### src/rtl/fwd_hazard_ctrl_if.sv
// rtl/fwd_hazard_ctrl_if.sv - decode-side issue bus between decode and the forwarding/hazard controller
interface fwd_hazard_if #(
  parameter int REG_AW = 5
);
  logic              issueValid;
  logic [REG_AW-1:0] rs1;
  logic [REG_AW-1:0] rs2;
  logic              rs1Used;
  logic              rs2Used;
  logic [REG_AW-1:0] rd;
  logic              rdWrite;
  logic              divFlag;
  logic              muxSrc1;
  logic              muxSrc2;
  logic              mux2Src1;
  logic              mux2Src2;
  logic              stall;
  logic              issueAccept;
  logic              divBusy;

  // Decode side: presents the instruction, consumes selects and stall.
  modport master (
    output issueValid, rs1, rs2, rs1Used, rs2Used, rd, rdWrite, divFlag,
    input  muxSrc1, muxSrc2, mux2Src1, mux2Src2, stall, issueAccept, divBusy
  );

  // Controller side.
  modport slave (
    input  issueValid, rs1, rs2, rs1Used, rs2Used, rd, rdWrite, divFlag,
    output muxSrc1, muxSrc2, mux2Src1, mux2Src2, stall, issueAccept, divBusy
  );
endinterface

### src/rtl/fwd_hazard_ctrl.sv
// rtl/fwd_hazard_ctrl.sv - operand forwarding selects, decode stall and divider sequencing for the FP ALU pipe
module fwd_hazard_ctrl #(
  parameter int REG_AW  = 5,
  parameter int DIV_LAT = 8
) (
  input logic         Clock,
  input logic         Reset_n,
  fwd_hazard_if.slave bus
);

  typedef enum logic {
    IDLE = 1'b0,
    DIV  = 1'b1
  } state_t;

  // A divide of latency 1 is just an ordinary single-cycle op.
  localparam logic       DIV_MULTI = (DIV_LAT > 1);
  localparam logic [7:0] DIV_LOAD  = 8'(DIV_LAT - 1);

  state_t            state;
  state_t            state_nxt;
  logic [7:0]        count;
  logic [7:0]        count_nxt;

  logic              ex_valid;
  logic              ex_wr;
  logic [REG_AW-1:0] ex_rd;
  logic              wb_valid;
  logic              wb_wr;
  logic [REG_AW-1:0] wb_rd;
  logic              wb2_valid;
  logic              wb2_wr;
  logic [REG_AW-1:0] wb2_rd;

  logic              ex_hit1;
  logic              ex_hit2;
  logic              wb_hit1;
  logic              wb_hit2;
  logic              wb2_hit1;
  logic              wb2_hit2;
  logic              read1;
  logic              read2;
  logic              div_busy;
  logic              stall_int;
  logic              accept;
  logic              advance;
  logic              div_start;

  // Source-vs-destination matches per stage; only valid writing slots count.
  always_comb begin
    ex_hit1  = ex_valid  & ex_wr  & (ex_rd  == bus.rs1);
    ex_hit2  = ex_valid  & ex_wr  & (ex_rd  == bus.rs2);
    wb_hit1  = wb_valid  & wb_wr  & (wb_rd  == bus.rs1);
    wb_hit2  = wb_valid  & wb_wr  & (wb_rd  == bus.rs2);
    wb2_hit1 = wb2_valid & wb2_wr & (wb2_rd == bus.rs1);
    wb2_hit2 = wb2_valid & wb2_wr & (wb2_rd == bus.rs2);
  end

  // Stall/accept and forwarding selects; the newest producer wins, EX forces a stall.
  always_comb begin
    read1     = bus.issueValid & bus.rs1Used;
    read2     = bus.issueValid & bus.rs2Used;
    div_busy  = (state == DIV) && (count != 8'd0);
    stall_int = bus.issueValid & (div_busy | (read1 & ex_hit1) | (read2 & ex_hit2));
    accept    = bus.issueValid & ~stall_int;
    advance   = (state == IDLE) || (count == 8'd0);
    div_start = accept & bus.divFlag & DIV_MULTI;

    bus.muxSrc1     = read1 & ~ex_hit1 & wb_hit1;
    bus.muxSrc2     = read2 & ~ex_hit2 & wb_hit2;
    bus.mux2Src1    = read1 & ~ex_hit1 & ~wb_hit1 & wb2_hit1;
    bus.mux2Src2    = read2 & ~ex_hit2 & ~wb_hit2 & wb2_hit2;
    bus.stall       = stall_int;
    bus.issueAccept = accept;
    bus.divBusy     = div_busy;
  end

  // Divider sequencer next state: count down while the divide sits in EX.
  always_comb begin
    state_nxt = state;
    count_nxt = count;
    case (state)
      IDLE: begin
        if (div_start) begin
          state_nxt = DIV;
          count_nxt = DIV_LOAD;
        end
      end
      DIV: begin
        if (count != 8'd0) begin
          count_nxt = count - 8'd1;
        end else if (div_start) begin
          // A back-to-back divide accepted in the final cycle restarts the count.
          count_nxt = DIV_LOAD;
        end else begin
          state_nxt = IDLE;
        end
      end
      default: begin
        state_nxt = IDLE;
        count_nxt = 8'd0;
      end
    endcase
  end

  // Divider sequencer state register.
  always_ff @(posedge Clock or negedge Reset_n) begin
    if (!Reset_n) begin
      state <= IDLE;
      count <= 8'd0;
    end else begin
      state <= state_nxt;
      count <= count_nxt;
    end
  end

  // Pipeline slot tracking; while a divide holds EX, WB drains to WB2 and refills with a bubble.
  always_ff @(posedge Clock or negedge Reset_n) begin
    if (!Reset_n) begin
      ex_valid  <= 1'b0;
      ex_wr     <= 1'b0;
      ex_rd     <= '0;
      wb_valid  <= 1'b0;
      wb_wr     <= 1'b0;
      wb_rd     <= '0;
      wb2_valid <= 1'b0;
      wb2_wr    <= 1'b0;
      wb2_rd    <= '0;
    end else begin
      wb2_valid <= wb_valid;
      wb2_wr    <= wb_wr;
      wb2_rd    <= wb_rd;
      if (advance) begin
        wb_valid <= ex_valid;
        wb_wr    <= ex_wr;
        wb_rd    <= ex_rd;
        ex_valid <= accept;
        ex_wr    <= accept & bus.rdWrite;
        ex_rd    <= bus.rd;
      end else begin
        wb_valid <= 1'b0;
        wb_wr    <= 1'b0;
      end
    end
  end

endmodule

### src/flat_wrapper.sv
// flat-port wrapper written by rule: the top's interface ports become plain ports
module fwd_hazard_ctrl_flat 
#(
  parameter int REG_AW  = 5,
  parameter int DIV_LAT = 8
)
  (Clock, Reset_n, bus_issueValid, bus_rs1, bus_rs2, bus_rs1Used, bus_rs2Used, bus_rd, bus_rdWrite, bus_divFlag, bus_muxSrc1, bus_muxSrc2, bus_mux2Src1, bus_mux2Src2, bus_stall, bus_issueAccept, bus_divBusy);
  fwd_hazard_if #(.REG_AW(REG_AW)) bus_i ();
  input logic Clock;
  input logic Reset_n;
  input wire logic [$bits(bus_i.issueValid)-1:0] bus_issueValid;
  input wire logic [$bits(bus_i.rs1)-1:0] bus_rs1;
  input wire logic [$bits(bus_i.rs2)-1:0] bus_rs2;
  input wire logic [$bits(bus_i.rs1Used)-1:0] bus_rs1Used;
  input wire logic [$bits(bus_i.rs2Used)-1:0] bus_rs2Used;
  input wire logic [$bits(bus_i.rd)-1:0] bus_rd;
  input wire logic [$bits(bus_i.rdWrite)-1:0] bus_rdWrite;
  input wire logic [$bits(bus_i.divFlag)-1:0] bus_divFlag;
  output wire logic [$bits(bus_i.muxSrc1)-1:0] bus_muxSrc1;
  output wire logic [$bits(bus_i.muxSrc2)-1:0] bus_muxSrc2;
  output wire logic [$bits(bus_i.mux2Src1)-1:0] bus_mux2Src1;
  output wire logic [$bits(bus_i.mux2Src2)-1:0] bus_mux2Src2;
  output wire logic [$bits(bus_i.stall)-1:0] bus_stall;
  output wire logic [$bits(bus_i.issueAccept)-1:0] bus_issueAccept;
  output wire logic [$bits(bus_i.divBusy)-1:0] bus_divBusy;
  assign bus_i.issueValid = bus_issueValid;
  assign bus_i.rs1 = bus_rs1;
  assign bus_i.rs2 = bus_rs2;
  assign bus_i.rs1Used = bus_rs1Used;
  assign bus_i.rs2Used = bus_rs2Used;
  assign bus_i.rd = bus_rd;
  assign bus_i.rdWrite = bus_rdWrite;
  assign bus_i.divFlag = bus_divFlag;
  assign bus_muxSrc1 = bus_i.muxSrc1;
  assign bus_muxSrc2 = bus_i.muxSrc2;
  assign bus_mux2Src1 = bus_i.mux2Src1;
  assign bus_mux2Src2 = bus_i.mux2Src2;
  assign bus_stall = bus_i.stall;
  assign bus_issueAccept = bus_i.issueAccept;
  assign bus_divBusy = bus_i.divBusy;
  fwd_hazard_ctrl #(.REG_AW(REG_AW), .DIV_LAT(DIV_LAT)) u_core (.Clock(Clock), .Reset_n(Reset_n), .bus(bus_i));
endmodule
### config.mk
export PLATFORM = sky130hd
export DESIGN_NAME = fwd_hazard_ctrl_flat
export DESIGN_NICKNAME = d
export VERILOG_FILES = /design/src/rtl/fwd_hazard_ctrl_if.sv /design/src/rtl/fwd_hazard_ctrl.sv /design/src/flat_wrapper.sv
export SDC_FILE = /design/constraint.sdc
export NUM_CORES = 1
export LEC_CHECK = 0
export CAP_MARGIN = 20
export CELL_PAD_IN_SITES_DETAIL_PLACEMENT = 1
export CELL_PAD_IN_SITES_GLOBAL_PLACEMENT = 1
export CORE_MARGIN = 4
export CORE_UTILIZATION = 39
export CTS_CLUSTER_DIAMETER = 150
export DETAILED_ROUTE_END_ITERATION = 7
export GPL_TIMING_DRIVEN = 0
export PLACE_DENSITY = 0.84
export SETUP_SLACK_MARGIN = 0.15
export SLEW_MARGIN = 20
export SYNTH_ARGS = -nofsm -noshare
export SYNTH_HDL_FRONTEND = slang
export SYNTH_SLANG_ARGS = --single-unit
### constraint.sdc
create_clock -name Clock -period 2.1 [get_ports Clock]
set_input_delay 0.21 -clock Clock [delete_from_list [all_inputs] [get_ports Clock]]
set_output_delay 0.21 -clock Clock [all_outputs]
set_load 0.01 [all_outputs]
Yosys cells after proc, flatten, opt, wreduce, memory -nomap -nowiden:

Index checks and enable logic that the tools add are counted.

* add/subtract/negate cells: 1
* equality and inequality tests: 6
* mux-type cells: 8
* bitwise logic cells: 33
* reduce and logical (&&, ||, !) cells: 4

Operators by type and width (count)
* $eq 5x5->1: 6
* $and 1x1->1: 25
* $mux 8: 2
* $pmux 8 s2: 1
* $logic_not 8->1: 1
* $reduce_bool 8->1: 1
* $sub 8x1->8 const B: 1
* $not 1->1: 6
* $mux 1: 4
* $or 1x1->1: 2
* $pmux 1 s2: 1
* $logic_and 1x1->1: 1
* $logic_or 1x1->1: 1

* flip-flop bits (word level): 30
* output and inout port bits: 7
* logic and storage cells: 63

Longest topological paths before layout:

Gate-level depths: netlist (run 1).

* word-level depth: 12
* mapped depth: 9
* depth with buffers taken out: 8

Worst setup path after synthesis (run 1):

OpenSTA, ideal clock, no wires.

* kind: register -> register
* start: reg u_core.count[0]
* end: reg u_core.count[2]
* library setup time: 0.126 ns
* arrival: 1.810 ns
* data required time: 1.974 ns
* path slack: 0.164 ns
* stages on the path, launching flop included: 8
* path buffers: 1
* cell sequence: dfrtp_1 inv_1 ha_1 or3b_1 o31ai_1 inv_1 buf_2 o32a_1

* longest elaborated chain between the ends: 11

Ends and longest elaborated chain
* start, declared: line fwd_hazard_ctrl.sv:22 `logic [7:0] count;`
* start signal, assigned: line fwd_hazard_ctrl.sv:113 `count <= count_nxt;`
* $reduce_bool 8->1: line fwd_hazard_ctrl.sv:90 `if (count != 8'd0) begin`
* $logic_and 1x1->1: line fwd_hazard_ctrl.sv:63 `div_busy = (state == DIV) && (count != 8'd0);`
* $or 1x1->1 (2 in series): line fwd_hazard_ctrl.sv:64 `stall_int = bus.issueValid & (div_busy | (read1 & ex_hit1) | (read2 & ex_hit2));`
* $and 1x1->1: line fwd_hazard_ctrl.sv:64
* $not 1->1: line fwd_hazard_ctrl.sv:65 `accept = bus.issueValid & ~stall_int;`
* $and 1x1->1: line fwd_hazard_ctrl.sv:65
* $and 1x1->1: line fwd_hazard_ctrl.sv:67 `div_start = accept & bus.divFlag & DIV_MULTI;`
* $mux 8
* $mux 8: line fwd_hazard_ctrl.sv:90
* $pmux 8 s2 (*): line fwd_hazard_ctrl.sv:82 `case (state)`
* net u_core.count_nxt[2]: line fwd_hazard_ctrl.sv:23 `logic [7:0] count_nxt;`

The timed path passes the listed nets; every way through them passes the cells marked *.
A chain may end at the register's enable or synchronous reset.

Worst setup path in the final report (run 1):

* start: reg u_core.ex_valid
* end: out bus_stall

* longest elaborated chain between the ends: 6

Ends and longest elaborated chain
* start, declared: line fwd_hazard_ctrl.sv:25 `logic ex_valid;`
* start signal, assigned: line fwd_hazard_ctrl.sv:137 `ex_valid <= accept;`
* $and 1x1->1 (*): line fwd_hazard_ctrl.sv:51, fwd_hazard_ctrl.sv:52
* $and 1x1->1: line fwd_hazard_ctrl.sv:51 `ex_hit1 = ex_valid & ex_wr & (ex_rd == bus.rs1);`
* $and 1x1->1: line fwd_hazard_ctrl.sv:64
* $or 1x1->1: line fwd_hazard_ctrl.sv:64
* $or 1x1->1 (*): line fwd_hazard_ctrl.sv:64
* $and 1x1->1 (*): line fwd_hazard_ctrl.sv:64
* end, declared: line flat_wrapper.sv:23 `output wire logic [$bits(bus_i.stall)-1:0] bus_stall;`

Every way passes the cells marked *; elsewhere a longest branch is shown, timed or not.

==> results.yml, run 1 <==
run_status:
  status: "finished, violations left"
  violations: "negative setup slack"
route:
  drt_pass1_iterations: 4
  drcViolationCount: 0
  drt_iter0_drc: 109
  via_per_inst: 5.723
  totalWireLength_um: 7003
  vias: 1591
  post_drt_wl_per_cell_um: 25.19
  final_antenna_net_count: 0
setup_path:
  crit_chain: "nand2_1 > or4_4 > nor3_4 > buf_4 > a21o_4 > o21a_1 > buf_2"
  cp-end-kind: "output port"
  max_stage_delay_ns: 0.56
  crit_required_ns: 1.89
  path_delay_family: "simple AND/OR/NAND/NOR gates"
  criticalPathCategory: "reg2out"
  arrival_ns: 2.19
  critPathMaxFanout: 4
  start_kind: "flop"
  ff2ff_setup_slack_ns: -0.28
  path_buf_inv: 2
  slowest_stage: "or4_4"
clocking:
  numCtsBuffers: 5
  clkLatencyLatePin_ns: 0.30
  cts_buffer_depth: 2
  cts_tree: "done"
  htreeDepth: 2
  clock_sinks: 30
  root_buffer: "clkbuf_8"
  clkSlewWorstSetupHoldPaths_ns: 0.07
sta:
  setup_viol: 14
  skew_ns: 0.005096
  worst_slack_ns: -0.2989
  hold_viol: 0
  rsz0062_at_grt: "true"
  fmax_ghz: 0.4169
  max_slew_margin: 0.5348
  worstMarginPinSlew_ns: 0.6977
  fin_crit_sh: 1.142
  period_minus_slack_ns: 2.399
  drv_slew: 0
power:
  combPwrFrac: 0.097
  p_leak_nw: 1.104
  intPower_uw: 983.3
  vdd_drop_max_v: 0.0008036
  power.density_mw_per_mm2: 521.0
  switchingPower_uw: 324.9
  pwr-share-seq: 0.441
  power_frac_clock: 0.462
  netSwitchingFraction: 0.2484
  fin_total_pwr_mw: 1.308
synthesis:
  yosysSeqAreaShare: 0.4736
  ys_ff_latch: 30
  yosys_warnings: 0
  syn_area_per_cell_sq_um: 9.550
  postSynthCellCount: 166
  synth.net_count: 189
  synth.largest_area_cell: "dfrtp_1"
  synthDistinctLibCells: 33
  syn_area_sq_mm: 0.001585
  yosys.area.top_type_share: 0.4736
  synthTopCellsByArea: "dfrtp_1 (47%), xor2_1 (12%), nand2_1 (9.5%)"
finish:
  nets: 252
  drive_above_1_share: 0.4130
  syn_to_final_growth_pct: 58.41
  postLayoutCoreUtil: 0.6611
  diodes: 0
  n_fill_cell: 406
grt:
  grt_usage: 0.2471
  gr-total-overflow: 0
  first_global_vias: 1737
  antenna_found_initial: 0
  grt_pass1_wl_um: 9411
  grt_max_degree: 31
die:
  die_w_um: 71.76
  rows: 22
  core_sq_mm: 0.003799
  die_height_um: 71.76
  ioPinCount: 29
  die-area_sq_mm: 0.005149
  start_util: 0.4173
run:
  cap_viol_max_count: 0
placed_design:
  place_congestion: 0.8447
  post-dp-hpwl_um: 3354
  io_buffers: 28
min_path:
  hold_path_class: "reg2reg"
==> power groups by stage <==
| stage | Combinational (mW) | Clock, mW | Sequential, mW |
|---|---|---|---|
| global route | 0.134 | 0.637 | 0.577 |
| finish | 0.126 | 0.604 | 0.577 |
| global placement | 0.106 | 0 | 0.589 |
| CTS | 0.114 | 0.584 | 0.578 |
| detailed placement | 0.110 | 0 | 0.589 |
| floorplan | 0.0340 | 0 | 0.589 |
==> worst paths after layout <==
kind,startpoint,depth (start not counted),endpoint
worst max register to register,u_core.count[1],12,u_core.count[3]
min in group asynchronous,Reset_n,2,u_core.wb_wr
worst min-delay path,u_core.wb_valid,0,u_core.wb2_valid
worst min register to register,u_core.wb_valid,0,u_core.wb2_valid
max in group asynchronous,Reset_n,2,u_core.ex_rd[1]
worst max-delay path,u_core.ex_valid,7,bus_stall
==> cells in the mapped netlist (all sizes together) <==
cell    number
or4          2
nor4         5
a211oi       1
nor3b        1
or3b         2
xor2        22
ha           1
nand2       40
and2         2
o32a         1
nor2         3
o21ai        6
a31oi        2
a21oi        4
nand3        4
or3          1
buf          4
o21bai       1
and3         1
o31a         1
inv          4
nand3b       1
nand4        4
o31ai        2
a21o         1
o21a         1
xnor2       11
dfrtp       30
nor3         8
==> per-stage QoR <==
stage / hold slack (ns) / cells / setup TNS [ns] / setup slack, ns / instance area, sq um
detailed placement: 0.2923 / 242 / -4.356 / -0.6723 / 1921
global placement: 0.3569 / 242 / -3.252 / -0.6468 / 1926
finish: 0.3912 / 278 / -2.276 / -0.2989 / 2511
floorplan: -0.08559 / 166 / 0 / 0.1644 / 1585
global route: 0.4088 / 278 / -2.958 / -0.3354 / 2511
CTS: 0.3790 / 271 / -0.5345 / -0.1330 / 2285
==> cells in the final DEF, fill, tap and decap left out, types with 3 or more instances in the layout <==
cell             synthesis  layout
buf_6                    0      10
nand4_1                  4       4
nor3_2                   0       5
dfrtp_1                 30      30
clkdlybuf4s50_1          0      16
nand2_4                  0       4
a21oi_1                  4       4
xor2_1                  22      20
nand2_2                  0      13
inv_1                    4       3
buf_4                    0      18
clkbuf_8                 0       5
buf_2                    4       7
dlygate4sd2_1            0       4
nor4_2                   0       3
buf_8                    0       3
xnor2_1                 11      10
o21ai_2                  0       4
nand2_1                 40      23
==> logic make-up (layout without fill, tap and decap cells) <==
| kind of cell | Yosys count | after routing | synth area share |
|---|---|---|---|
| buffers and inverters | 8 | 72 | 0.02210 |
| AO/OA/AOI/OAI | 20 | 20 | 0.08366 |
| adder cells (fa/ha/maj) | 1 | 1 | 0.007891 |
| AND/OR/NAND/NOR | 74 | 74 | 0.2305 |
| flip-flops | 30 | 30 | 0.4736 |
| XOR/XNOR | 33 | 33 | 0.1823 |
==> routing by layer <==
metal	wire [um]	vias up	global-route usage
met5	0	-	0
met4	253	0	0.1273
met2	3594	70	0.4245
met1	2803	807	0.2920
li1	-	692	-
met3	352	22	0.04628
==> worst reg2reg max path: stages, from the launching register on <==
cell and delay (ns):
dfrtp_1 0.39, inv_1 0.08, ha_2 0.18, or3b_4 0.41
o31ai_4 0.26, inv_2 0.10, buf_4 0.15, buf_4 0.12
buf_4 0.12, buf_4 0.13, o21ai_2 0.11, o21bai_1 0.13
a21oi_1 0.06
==> cell type report <==
class / instances / area, sq um / area share
repair buffers: 56 / 509.2 / 0.2028
multi-input cells: 128 / 1018 / 0.4056
clock buffers: 5 / 68.82 / 0.02740
well taps: 48 / 60.06 / 0.02392
clock inverters: 3 / 40.04 / 0.01594
flip-flops and latches: 30 / 750.7 / 0.2990
plain buffers: 4 / 48.80 / 0.01943
inverters: 4 / 15.01 / 0.005979
==> registers in the layout, summed over array words and instances, names as in the netlist <==
name and flops:
u_core.count 8, u_core.ex_rd 5, u_core.ex_valid 1, u_core.ex_wr 1
u_core.state 1, u_core.wb2_rd 5, u_core.wb2_valid 1, u_core.wb2_wr 1
u_core.wb_rd 5, u_core.wb_valid 1, u_core.wb_wr 1
==> what timing repair did <==
action                                 in CTS  in global routing
setup endpoints to repair                  27                 30
pin swaps                                  10                  6
setup buffers                              20                  7
resized for setup                          65                 41
hold buffers                                1                  0
endpoints found under the hold margin      30                  0
gates cloned                                0                  1
(Power assumes the default switching activity.)
==> run 2: changes to the inputs <==
--- a/config.mk
+++ b/config.mk
@@ -8,7 +8,6 @@
 export CAP_MARGIN = 20
 export CELL_PAD_IN_SITES_DETAIL_PLACEMENT = 1
 export CELL_PAD_IN_SITES_GLOBAL_PLACEMENT = 1
-export CORE_MARGIN = 4
 export CORE_UTILIZATION = 39
 export CTS_CLUSTER_DIAMETER = 150
 export DETAILED_ROUTE_END_ITERATION = 7
==> run 2 against run 1 <==
The run still ends with negative setup slack left. Combinational power rose by 3%. Utilization increased by 2.0 points. Worst hold slack worse by 0.0028 ns. Clock-buffer cell count is 3 higher. Sequential cell count unchanged. Non-clock buffer count is 5 higher. Sequential power barely moved. Sequential share of layout area fell by 0.66 points. Critical path depth is 1 higher. Clock power is 3.5% lower. Register-to-register slack hardly changed.
==> results.yml, run 2 (synthesized netlist as in run 1, its figures left out) <==
run_status:
  status: "finished, violations left"
  violations: "negative setup slack"
placed_design:
  io_buffers: 28
  place_congestion: 0.8841
  post-dp-hpwl_um: 3294
  placed_area_sq_mm: 0.001921
finish:
  n_fill_cell: 390
  syn_to_final_growth_pct: 61.96
  diodes: 0
  final_common_cell: "dfrtp_1"
  nets: 257
  largest_reg_flops: 8
  regArea_sq_um: 750.7
  drive_above_1_share: 0.3957
  regMostFlops: "u_core.count"
  final_cell_mix: "dfrtp_1 (30), nand2_1 (24), xor2_1 (21), clkdlybuf4s50_1 (17), buf_4 (16)"
  postLayoutCellArea_sq_mm: 0.002567
  multi_input_area_sq_um: 988.4
grt:
  use_met1: 0.3644
  grt_usage: 0.3011
  grt_use_met2: 0.5051
  antenna_found_initial: 0
  grt_pass1_wl_um: 9128
  grt_max_degree: 31
  grt.busiest_layer: "met2"
  first_global_vias: 1722
  gr-total-overflow: 0
  grt_util_met3: 0.05903
sta:
  fmax_ghz: 0.4136
  hold_viol: 0
  worstMarginPinSlew_ns: 0.7173
  setup_viol: 22
  fin_crit_sh: 1.151
  max_slew_margin: 0.5218
  skew_ns: 0.009184
  whs_ns: 0.3884
  worst_slack_ns: -0.3176
  rsz0062_at_grt: "true"
  period_minus_slack_ns: 2.418
  drv_slew: 0
die:
  start_util: 0.4204
  ioPinCount: 29
  die-area_sq_mm: 0.004324
  rows: 22
  core_sq_mm: 0.003771
  die_height_um: 65.76
  die_w_um: 65.76
route:
  post_drt_wl_per_cell_um: 27.28
  drcViolationCount: 0
  final_antenna_net_count: 0
  via_per_inst: 5.989
  drt_iter0_drc: 162
  totalWireLength_um: 7720
  vias: 1695
  drt_pass1_iterations: 4
setup_path:
  criticalPathCategory: "reg2out"
  critPathMaxFanout: 4
  arrival_ns: 2.21
  crit_required_ns: 1.89
  start_kind: "flop"
  cp-end-kind: "output port"
power:
  vdd_drop_max_v: 0.0004361
  power_frac_clock: 0.452
  power.density_mw_per_mm2: 502.9
  p_leak_nw: 1.132
  combPwrFrac: 0.101
  intPower_uw: 967.8
  pwr-share-seq: 0.447
  switchingPower_uw: 323.3
  netSwitchingFraction: 0.2504
clocking:
  clock_sinks: 30
  cts_tree: "done"
  cts_buffer_depth: 2
  htreeDepth: 2
  numCtsBuffers: 5
  clkLatencyLatePin_ns: 0.30
  root_buffer: "clkbuf_8"
  clkSlewWorstSetupHoldPaths_ns: 0.07
min_path:
  hold_path_class: "reg2reg"
run:
  cap_viol_max_count: 0
## run 2: cell type report
type                    count  share of cell area
multi-input cells         128              0.3850
flip-flops and latches     30              0.2924
repair buffers             61              0.2300
clock buffers               8             0.04289
well taps                  48             0.02339
plain buffers               4             0.02047
inverters                   4            0.005848
## run 2: through the flow
step	power, mW	util	worst slack [ns]	TNS [ns]	std cells
after floorplan	0.6228	-	0.1644	0	166
after global placement	0.6948	0.5106	-0.6436	-3.330	242
after detailed placement	0.6988	0.5093	-0.7164	-4.648	242
after CTS	1.254	0.6111	-0.1049	-0.3217	273
after global routing	1.315	0.6808	-0.3319	-3.462	283
final	1.291	0.6808	-0.3176	-3.120	283
## run 2: worst paths after layout
| check | from | end | slack [ns] | cells past startpoint |
|---|---|---|---|---|
| max in group asynchronous | Reset_n | u_core.wb_valid | 1.13 | 2 |
| max | u_core.count[0] | bus_stall | -0.32 | 8 |
| min in group asynchronous | Reset_n | u_core.wb_rd[2] | 0.51 | 2 |
| max reg2reg | u_core.count[0] | u_core.count[3] | -0.29 | 12 |
| min reg2reg | u_core.wb_wr | u_core.wb2_wr | 0.39 | 0 |
| min | u_core.wb_wr | u_core.wb2_wr | 0.39 | 0 |
## run 2: metal layers
layer  routed length, um  vias to the layer above  part of all wire
met2                3773                      100              0.49
met4                 219                        0             0.028
met1                3154                      877              0.41
li1                    -                      697                 -
met3                 572                       21             0.074
met5                   0                        -                 0
## run 2: what timing repair did
| item | CTS | global route |
|---|---|---|
| hold endpoints to repair | 30 | 0 |
| pin swaps | 11 | 9 |
| gates cloned | 0 | 3 |
| hold buffers | 1 | 0 |
| buffers inserted | 22 | 7 |
| gates resized for setup | 65 | 36 |
| endpoints found under the setup margin | 26 | 26 |
## run 2: power by group through the flow
stage               registers (mW)  clock network (mW)  logic (mW)
floorplan                    0.589                   0      0.0340
global placement             0.589                   0       0.106
detailed placement           0.589                   0       0.110
CTS                          0.578               0.559       0.118
global route                 0.577               0.601       0.136
finish                       0.577               0.583       0.130
## run 2: worst max-delay path: stages (launching register included)
cell	delay, ns
dfrtp_1	0.39
inv_1	0.08
ha_2	0.19
or3b_4	0.41
o31ai_4	0.28
inv_2	0.08
buf_6	0.15
o21a_1	0.18
buf_2	0.14
==> run 3: changes to the inputs <==
--- a/config.mk
+++ b/config.mk
@@ -12,6 +12,7 @@
 export CTS_CLUSTER_DIAMETER = 150
 export DETAILED_ROUTE_END_ITERATION = 7
 export GPL_TIMING_DRIVEN = 0
+export HOLD_SLACK_MARGIN = 0.15
 export PLACE_DENSITY = 0.84
 export SETUP_SLACK_MARGIN = 0.15
 export SLEW_MARGIN = 20
==> results of run 3 <==
The final DEF is identical to that of run 2; final timing and power are the same.
